**src/rtl/gcd_pkg.sv**
```systemverilog
// rtl/gcd_pkg.sv - shared widths, state encodings and result-source codes for the GCD controller
package gcd_pkg;

    localparam int WIDTH  = 8;
    localparam int ITER_W = 8;

    typedef enum logic [2:0] {
        ST_IDLE  = 3'd0,
        ST_LOAD  = 3'd1,
        ST_CHECK = 3'd2,
        ST_SUB_A = 3'd3,
        ST_SUB_B = 3'd4,
        ST_DONE  = 3'd5
    } gcd_state_e;

    localparam logic OUT_SEL_A = 1'b0;
    localparam logic OUT_SEL_B = 1'b1;

endpackage

```
**src/rtl/gcd_ctrl.sv**
```systemverilog
// rtl/gcd_ctrl.sv - control FSM sequencing the subtractive GCD datapath
module gcd_ctrl #(
    parameter int WIDTH    = 8,
    parameter int MAX_ITER = 255
) (
    input  logic                        clk,
    input  logic                        rst,
    input  logic                        start,
    input  logic                        a_gt_b,
    input  logic                        a_lt_b,
    input  logic                        a_eq_b,
    input  logic                        a_zero,
    input  logic                        b_zero,
    output logic                        sel_A,
    output logic                        sel_B,
    output logic                        ld_A,
    output logic                        ld_B,
    output logic                        busy,
    output logic                        done,
    output logic                        err,
    output logic                        out_sel,
    output logic [gcd_pkg::ITER_W-1:0]  iter_cnt
);
    import gcd_pkg::*;

    if (WIDTH != gcd_pkg::WIDTH || MAX_ITER < 1 || MAX_ITER > 255) begin : g_param_check
        $error("gcd_ctrl: WIDTH must match gcd_pkg and MAX_ITER must be 1..255");
    end

    localparam logic [ITER_W-1:0] MAX_CNT = ITER_W'(MAX_ITER);

    gcd_state_e              state, state_d;
    logic                    err_d, out_sel_d;
    logic [ITER_W-1:0]       iter_d;

    always_comb begin
        state_d   = state;
        err_d     = err;
        out_sel_d = out_sel;
        iter_d    = iter_cnt;
        sel_A     = 1'b0;
        sel_B     = 1'b0;
        ld_A      = 1'b0;
        ld_B      = 1'b0;
        done      = 1'b0;
        busy      = (state != ST_IDLE);

        case (state)
            ST_IDLE: begin
                if (start) begin
                    state_d   = ST_LOAD;
                    iter_d    = '0;
                    err_d     = 1'b0;
                    out_sel_d = OUT_SEL_A;
                end
            end
            ST_LOAD: begin
                ld_A    = 1'b1;
                ld_B    = 1'b1;
                state_d = ST_CHECK;
            end
            ST_CHECK: begin
                if (a_zero && b_zero) begin
                    err_d     = 1'b1;
                    out_sel_d = OUT_SEL_A;
                    state_d   = ST_DONE;
                end else if (a_zero) begin
                    out_sel_d = OUT_SEL_B;
                    state_d   = ST_DONE;
                end else if (b_zero || a_eq_b) begin
                    out_sel_d = OUT_SEL_A;
                    state_d   = ST_DONE;
                end else if (iter_cnt == MAX_CNT) begin
                    err_d   = 1'b1;
                    state_d = ST_DONE;
                // Contradictory gt+lt flags take the SUB_B default like any other bad flag set.
                end else if (a_gt_b && !a_lt_b) begin
                    state_d = ST_SUB_A;
                end else begin
                    state_d = ST_SUB_B;
                end
            end
            ST_SUB_A: begin
                sel_A   = 1'b1;
                ld_A    = 1'b1;
                iter_d  = iter_cnt + 1'b1;
                state_d = ST_CHECK;
            end
            ST_SUB_B: begin
                sel_B   = 1'b1;
                ld_B    = 1'b1;
                iter_d  = iter_cnt + 1'b1;
                state_d = ST_CHECK;
            end
            ST_DONE: begin
                done    = 1'b1;
                state_d = ST_IDLE;
            end
            default: state_d = ST_IDLE;
        endcase
    end

    always_ff @(posedge clk or posedge rst) begin
        if (rst) begin
            state    <= ST_IDLE;
            err      <= 1'b0;
            out_sel  <= OUT_SEL_A;
            iter_cnt <= '0;
        end else begin
            state    <= state_d;
            err      <= err_d;
            out_sel  <= out_sel_d;
            iter_cnt <= iter_d;
        end
    end

endmodule
```
**config.mk**
```make
export PLATFORM = sky130hd
export DESIGN_NAME = gcd_ctrl
export DESIGN_NICKNAME = d
export VERILOG_FILES = /design/src/rtl/gcd_pkg.sv /design/src/rtl/gcd_ctrl.sv
export SDC_FILE = /design/constraint.sdc
export NUM_CORES = 1
export LEC_CHECK = 0
export BUFFER_PORTS_ARGS = -buffer_cell sky130_fd_sc_hd__buf_4
export CORE_MARGIN = 2
export CORE_UTILIZATION = 49
export DETAILED_ROUTE_END_ITERATION = 10
export PLACE_DENSITY = 0.81
export SETUP_SLACK_MARGIN = 0.1
export SKIP_CTS_REPAIR_TIMING = 1
export SYNTH_ARGS = -nofsm -noshare
export SYNTH_HDL_FRONTEND = slang
export SYNTH_SLANG_ARGS = --single-unit
```
**constraint.sdc**
```tcl
create_clock -name clk -period 1.92 [get_ports clk]
set_input_delay 0.288 -clock clk [delete_from_list [all_inputs] [get_ports clk]]
set_output_delay 0.288 -clock clk [all_outputs]
set_load 0.05 [all_outputs]
```
==> qor.csv, run 1 <==
stage,metric,value,unit
sta,final slew viol count,0,
worst_setup_path,Worst Reg2Reg Path Length in Cells,3,
logic_synthesis,most used flip-flop cell after synthesis,dfrtp_1,
route,detailed-route wire length,1777,um
place,Detail Placement HPWL,1250,um
logic_synthesis,portion of synthesized cell area occupied by the leading cell type,41.01,%
sta,post-layout worst setup margin,145.0,ps
finish,"Non-Filler Cell Area, Final",1011,sq um
floorplanning,number of top-level pins,24,
cts,CTS Buf Count,3,
sta,# setup viols final,0,
place,"Cell Area, Placed",959.7,sq um
logic_synthesis,cell type with the highest aggregate area in the netlist,dfrtp_1,
worst_setup_path,buffering stage count on the worst path with inverters included,2,
cts,clk slew on worst S/H paths,80,ps
worst_setup_path,number of cells on the critical path,3,
place,cell count after placement,116,
worst_setup_path,worst setup slack for register-to-register paths,240,ps
logic_synthesis,post-synthesis average cell area,9.793,sq um
finish,area growth from synthesis to final layout,27.44,%
logic_synthesis,Post-Synth Simple-Gate Area,25.24,%
worst_setup_path,largest fanout on the critical path,9,
sta,min Tclk post-route,1775,ps
route,detail-routed via count per cell,5.869,
worst_setup_path,required time reported for the critical path endpoint,1630,ps
place,worst slack at placement,225.0,ps
worst_setup_path,highest cell delay on the worst timing path,460,ps
worst_setup_path,Setup Crit Path Kind,reg2out,
route,iteration count of the initial detailed-routing pass,4,
route,Wirelength per Cell,14.57,um
sta,Max-slew headroom,66.35,%
route,Met3 Routed Length,161,um
floorplanning,x dimension of the die,44.24,um
floorplanning,height of the die,44.24,um
cts,H-tree Lvls,1,
min_path,path category of the worst min-delay check,in2async,
worst_setup_path,element type at the critical path end,primary output,
floorplanning,Die Area,1957,sq um
logic_synthesis,total of flip-flops plus latches after synthesis,13,
logic_synthesis,area share of fa/ha/maj cells after synthesis,1.577,%
finish,net total in the final layout,116,
floorplanning,number of rows created at floorplan,14,
cts,maximum number of buffers from clock root to sink,2,
place,routability congestion estimate,0.7983,
finish,Layout Cells excl Fill,122,
route,remaining design rule violation count,0,
global_routing,first-pass GRT wire length,2704,um
sta,maximum operating frequency,0.5634,GHz
cts,CTS tree,done,
logic_synthesis,main combinational cell family by area after synthesis,simple AND/OR/NAND/NOR gates,
route,detailed-route via count,716,
floorplanning,placeable core region,1506,sq um
worst_setup_path,signal arrival time at the worst endpoint,1490,ps
logic_synthesis,count of cell types in the netlist,40,
pwr,leakage component of the power,0.5151,nW
route,number of nets with antenna violations after detailed routing,0,
cts,CTS sink count,13,
cts,Clock Root Buffer,clkbuf_4,
logic_synthesis,portion of netlist area occupied by mux cells,3.943,%
sta,Final TNS setup,0,ps
logic_synthesis,top post-synthesis cells by area,"dfrtp_1 41%, o21ai_0 3.2%, buf_6 2.8%, mux2i_1 2.5%, nand2_1 2.4%",
logic_synthesis,mapped cell area,793.3,sq um
sta,setup skew after layout,1.487,ps
worst_setup_path,CP max-delay cell,dfrtp_2,
global_routing,via count of the first global-routing pass,609,
worst_setup_path,"delay-heaviest family, CP",flip-flops,
logic_synthesis,number of enable flip-flop cells after synthesis,0,
logic_synthesis,fraction of the yosys area taken by sequential cells,41.01,%
logic_synthesis,synthesized instance count,81,
logic_synthesis,xor-xnor portion of the synthesized cell area,2.208,%
floorplanning,initial core utilization,52.66,%
place,number of I/O port buffers,23,
route,highest metal layer with signal wires,met4,
global_routing,total congestion overflow,0,
pwr,Power Dens Cells,1566,nW/um^2
logic_synthesis,net count after synthesis,90,
worst_setup_path,chain of cells forming the critical path,"or3b_4, inv_4, buf_6",
logic_synthesis,dominant cell by count in the synthesized netlist,dfrtp_1,
pwr,worst-case vdd ir drop,0.0009679,V
sta,setup repair after global routing missed its margin,no,
global_routing,number of antenna violations at the first check in global routing,0,
sta,ratio of final minimum period to clock period,92.45,%
logic_synthesis,Synth async-reset ratio,100.0,%
cts,Skew-Pair Late Insertion Delay,280,ps
sta,final hold vios,0,
global_routing,maximum number of pins on one net before global-route repair,14,
logic_synthesis,YS warnings,0,
sta,transition time of the tightest slew-check pin,504.2,ps
run,number of maximum-capacitance constraint violations,0,
sta,tightest hold margin,33.60,ps
finish,Antenna Diode Count,0,
logic_synthesis,cell types with the highest counts after synthesis,"13 x dfrtp_1, 5 x nand2_1, 5 x o21ai_0, 4 x inv_1, 4 x nor2_1",
finish,number of filler instances in the final layout,129,
global_routing,all-layer global routing usage,19.20,%
run_status,status,"finished, final reports clean",
worst_setup_path,category of the worst setup path launch point,flop,
route,post-route met1 wirelength,868,um
logic_synthesis,fraction of the mapped netlist area in compound gates,19.09,%
route,Met2 Routed Length,733,um
route,iteration-0 DRC count of the detailed router,15,
finish,fraction of layout instances using a drive strength above 1,40.57,%
## area by class of cell
class / instances / area [sq um] / area share [%]
timing repair buffer: 26 / 198.9 / 19.68
inverter: 5 / 21.27 / 2.104
tap: 16 / 20.02 / 1.980
clock buffer: 4 / 26.28 / 2.599
multi-input combinational: 58 / 415.4 / 41.09
sequential: 13 / 329.1 / 32.55
## cell families after synthesis
family,after synthesis
adders and majority gates,1
AOI/OAI and AO/OA,21
and+or+nand+nor,31
muxes,3
buffers and inverters,10
xor gates and xnor gates,2
DFF,13
## path summary, 6_finish.rpt
check                                         from                       to
hold / removal                                 rst          err$_DFFE_PP0P_
setup / recovery              state[0]$_DFFE_PP0P_                    sel_B
min in group clk                            a_zero      out_sel$_DFFE_PP0P_
hold reg to reg            iter_cnt[6]$_DFFE_PP0P_  iter_cnt[6]$_DFFE_PP0P_
max in group asynchronous                      rst     state[1]$_DFFE_PP0P_
setup reg to reg              state[2]$_DFFE_PP0P_  iter_cnt[2]$_DFFE_PP0P_
## registers in the layout (all words and copies together) (netlist names)
| signal | count |
|---|---|
| out_sel | 1 |
| iter_cnt | 8 |
| err | 1 |
| state | 3 |
## layout by cell type, fill, tap and decap left out, types with 3 or more instances in the layout
cell,n
a21oi_1,3
clkbuf_4,3
dfrtp_2,3
inv_1,3
nand2b_1,3
nor2_1,4
o21ai_0,5
dfrtp_1,10
nand2_1,5
buf_4,25
## per-layer routing
layer	GRT usage, %	up-vias
met2	26.18	32
met1	26.36	329
li1	-	353
met3	8.980	2
met4	7.273	0
met5	0	-
## power by group
group | leakage (nW) | total (W) | internal [W] | switching, W
Combinational | 0.331 | 0.000931 | 0.000342 | 0.000589
Sequential | 0.169 | 0.000481 | 0.000360 | 0.000121
Clock | 0.0150 | 0.000172 | 0.0000806 | 0.0000910
Total | 0.515 | 0.00158 | 0.000782 | 0.000801
## through the flow
| stage | power [W] | util (%) |
|---|---|---|
| floorplan | 0.001156 | - |
| global placement | 0.001366 | 63.70 |
| detailed placement | 0.001378 | 63.70 |
| CTS | 0.001552 | 65.45 |
| global route | 0.001666 | 67.11 |
| finish | 0.001583 | 67.11 |
(Power assumes the default switching activity.)
==> run 2, diff against run 1 <==
--- a/config.mk
+++ b/config.mk
@@ -6,8 +6,10 @@
 export NUM_CORES = 1
 export LEC_CHECK = 0
 export BUFFER_PORTS_ARGS = -buffer_cell sky130_fd_sc_hd__buf_4
-export CORE_MARGIN = 2
-export CORE_UTILIZATION = 49
+export CELL_PAD_IN_SITES_DETAIL_PLACEMENT = 0
+export CELL_PAD_IN_SITES_GLOBAL_PLACEMENT = 1
+export CORE_MARGIN = 3
+export CORE_UTILIZATION = 37
 export DETAILED_ROUTE_END_ITERATION = 10
 export PLACE_DENSITY = 0.81
 export SETUP_SLACK_MARGIN = 0.1
==> qor.csv, run 2 (synthesis results as in run 1) <==
stage,metric,value,unit,change
run_status,status,"finished, final reports clean",,
place,"Cell Area, Placed",973.4,sq um,+1.4%
worst_setup_path,largest fanout on the critical path,9,,unchanged
cts,Clock Root Buffer,clkbuf_4,,
route,detail-routed via count per cell,5.451,,-7.1%
finish,Top Registers,"iter_cnt (8), state (3)",,
pwr,overall power,0.001574,W,-0.58%
cts,Skew-Pair Late Insertion Delay,280,ps,about the same
worst_setup_path,signal arrival time at the worst endpoint,1490,ps,about the same
pwr,Power Dens Cells,1536,nW/um^2,-1.9%
sta,setup repair after global routing missed its margin,yes,,
pwr,worst-case vdd ir drop,0.0007622,V,-21%
floorplanning,placeable core region,2002,sq um,+33%
finish,final design utilization,51.19,%,-16 points
finish,Antenna Diode Count,0,,unchanged
finish,largest register by flop count,iter_cnt,,
global_routing,all-layer global routing usage,15.09,%,-4.1 points
pwr,sw power,0.0007919,W,-1.2%
floorplanning,initial core utilization,39.63,%,-13 points
worst_setup_path,Setup Crit Path Kind,reg2out,,
sta,ratio of final minimum period to clock period,92.53,%,about the same
worst_setup_path,required time reported for the critical path endpoint,1630,ps,about the same
finish,most frequent cells in the layout,"25 x buf_4, 10 x dfrtp_1, 5 x nand2_1, 5 x o21ai_0, 4 x nor2_1",,
route,detailed-route wire length,1808,um,+1.7%
cts,CTS sink count,13,,unchanged
worst_setup_path,element type at the critical path end,primary output,,
finish,number of filler instances in the final layout,210,,+63%
pwr,leakage component of the power,0.5151,nW,unchanged
cts,CTS Buf Count,3,,unchanged
finish,combined area of the multi-input logic cells,415.4,sq um,unchanged
finish,area growth from synthesis to final layout,29.18,%,
finish,net total in the final layout,116,,unchanged
route,detailed-route via count,725,,+1.3%
floorplanning,height of the die,52.30,um,+18%
sta,tightest hold margin,31.52,ps,-2.080 ps
finish,"flip-flop count of the largest register, all copies and words added",8,,unchanged
route,iteration count of the initial detailed-routing pass,4,,unchanged
global_routing,via count of the first global-routing pass,700,,+15%
sta,transition time of the tightest slew-check pin,494.3,ps,-9.902 ps
route,number of nets with antenna violations after detailed routing,0,,unchanged
sta,Max-slew headroom,67.01,%,+0.66 points
cts,clk slew on worst S/H paths,80,ps,about the same
place,number of I/O port buffers,23,,unchanged
cts,H-tree Lvls,1,,unchanged
finish,Sequential Area,329.1,sq um,unchanged
global_routing,total congestion overflow,0,,unchanged
route,Wirelength per Cell,13.59,um,-6.7%
global_routing,maximum number of pins on one net before global-route repair,14,,unchanged
run,number of maximum-capacitance constraint violations,0,,unchanged
place,routability congestion estimate,0.7916,,-0.84%
floorplanning,number of top-level pins,24,,unchanged
cts,CTS tree,done,,
floorplanning,number of rows created at floorplan,16,,+2
route,iteration-0 DRC count of the detailed router,4,,-11
sta,maximum operating frequency,0.5629,GHz,about the same
place,Detail Placement HPWL,1339,um,+7.1%
floorplanning,x dimension of the die,52.30,um,+18%
finish,fraction of layout instances using a drive strength above 1,40.57,%,unchanged
finish,most frequent standard cell in the layout excluding fill and tap cells,buf_4,,
pwr,relative contribution of sequential cells to total power,30.6,%,+0.2 points
finish,"Non-Filler Cell Area, Final",1025,sq um,+1.4%
cts,maximum number of buffers from clock root to sink,2,,unchanged
sta,setup skew after layout,1.571,ps,+0.08460 ps
pwr,switching part of the total power,50.30,%,-0.30 points
global_routing,first-pass GRT wire length,3098,um,+15%
min_path,path category of the worst min-delay check,in2async,,
sta,final hold vios,0,,unchanged
floorplanning,Die Area,2735,sq um,+40%
worst_setup_path,category of the worst setup path launch point,flop,,
route,remaining design rule violation count,0,,unchanged
pwr,Pint,0.0007825,W,about the same
pwr,power share of the clock group,10.7,%,about the same
sta,# setup viols final,0,,unchanged
pwr,Gate power share,58.8,%,about the same
sta,final slew viol count,0,,unchanged
global_routing,number of antenna violations at the first check in global routing,0,,unchanged
sta,min Tclk post-route,1777,ps,+1.481 ps
run 2: cell counts in the layout (fill, tap and decap cells not counted):
No cell type changed its count.
run 2: worst max-delay path, stage by stage, from the launching register on:
cell and delay [ps]:
dfrtp_2 460, or3b_4 470, inv_4 120, buf_6 160
run 2: power by group through the flow:
stage	clock [W]	combinational [W]	sequential, W
floorplan	0	0.000555	0.000601
global placement	0	0.000906	0.000471
detailed placement	0	0.000902	0.000477
CTS	0.000176	0.000905	0.000473
global route	0.000194	0.000977	0.000505
finish	0.000168	0.000925	0.000481
run 2: cell type report:
type	count	share of cell area (%)
multi-input combinational	58	40.54
sequential	13	32.11
timing repair buffer	26	19.41
tap	27	3.297
clock buffer	4	2.564
inverter	5	2.076
run 2: final timing paths:
kind / endpoint / cells past startpoint / slack (ps) / from
hold / removal: out_sel$_DFFE_PP0P_ / 2 / 30 / rst
setup reg to reg: iter_cnt[2]$_DFFE_PP0P_ / 3 / 260 / state[2]$_DFFE_PP0P_
max in group asynchronous: state[1]$_DFFE_PP0P_ / 2 / 1530 / rst
min in group clk: out_sel$_DFFE_PP0P_ / 3 / 310 / a_zero
hold reg to reg: iter_cnt[6]$_DFFE_PP0P_ / 1 / 500 / iter_cnt[6]$_DFFE_PP0P_
setup / recovery: sel_B / 3 / 140 / state[0]$_DFFE_PP0P_
run 2: per-layer routing:
| layer | share of wire, % | global-route usage (%) | routed length, um |
|---|---|---|---|
| met1 | 47 | 21.59 | 851 |
| met2 | 43 | 21.28 | 782 |
| met3 | 7.6 | 2.849 | 138 |
| met4 | 2.0 | 7.660 | 36 |
| met5 | 0 | 0 | 0 |
run 2: per-stage QoR:
step	TNS [ps]	setup WS (ps)	std cells
detailed placement	0	211.3	127
finish	0	143.5	133
global placement	0	247.3	127
floorplan	0	159.7	81
global route	0	76.70	133
CTS	-55.36	-55.36	131
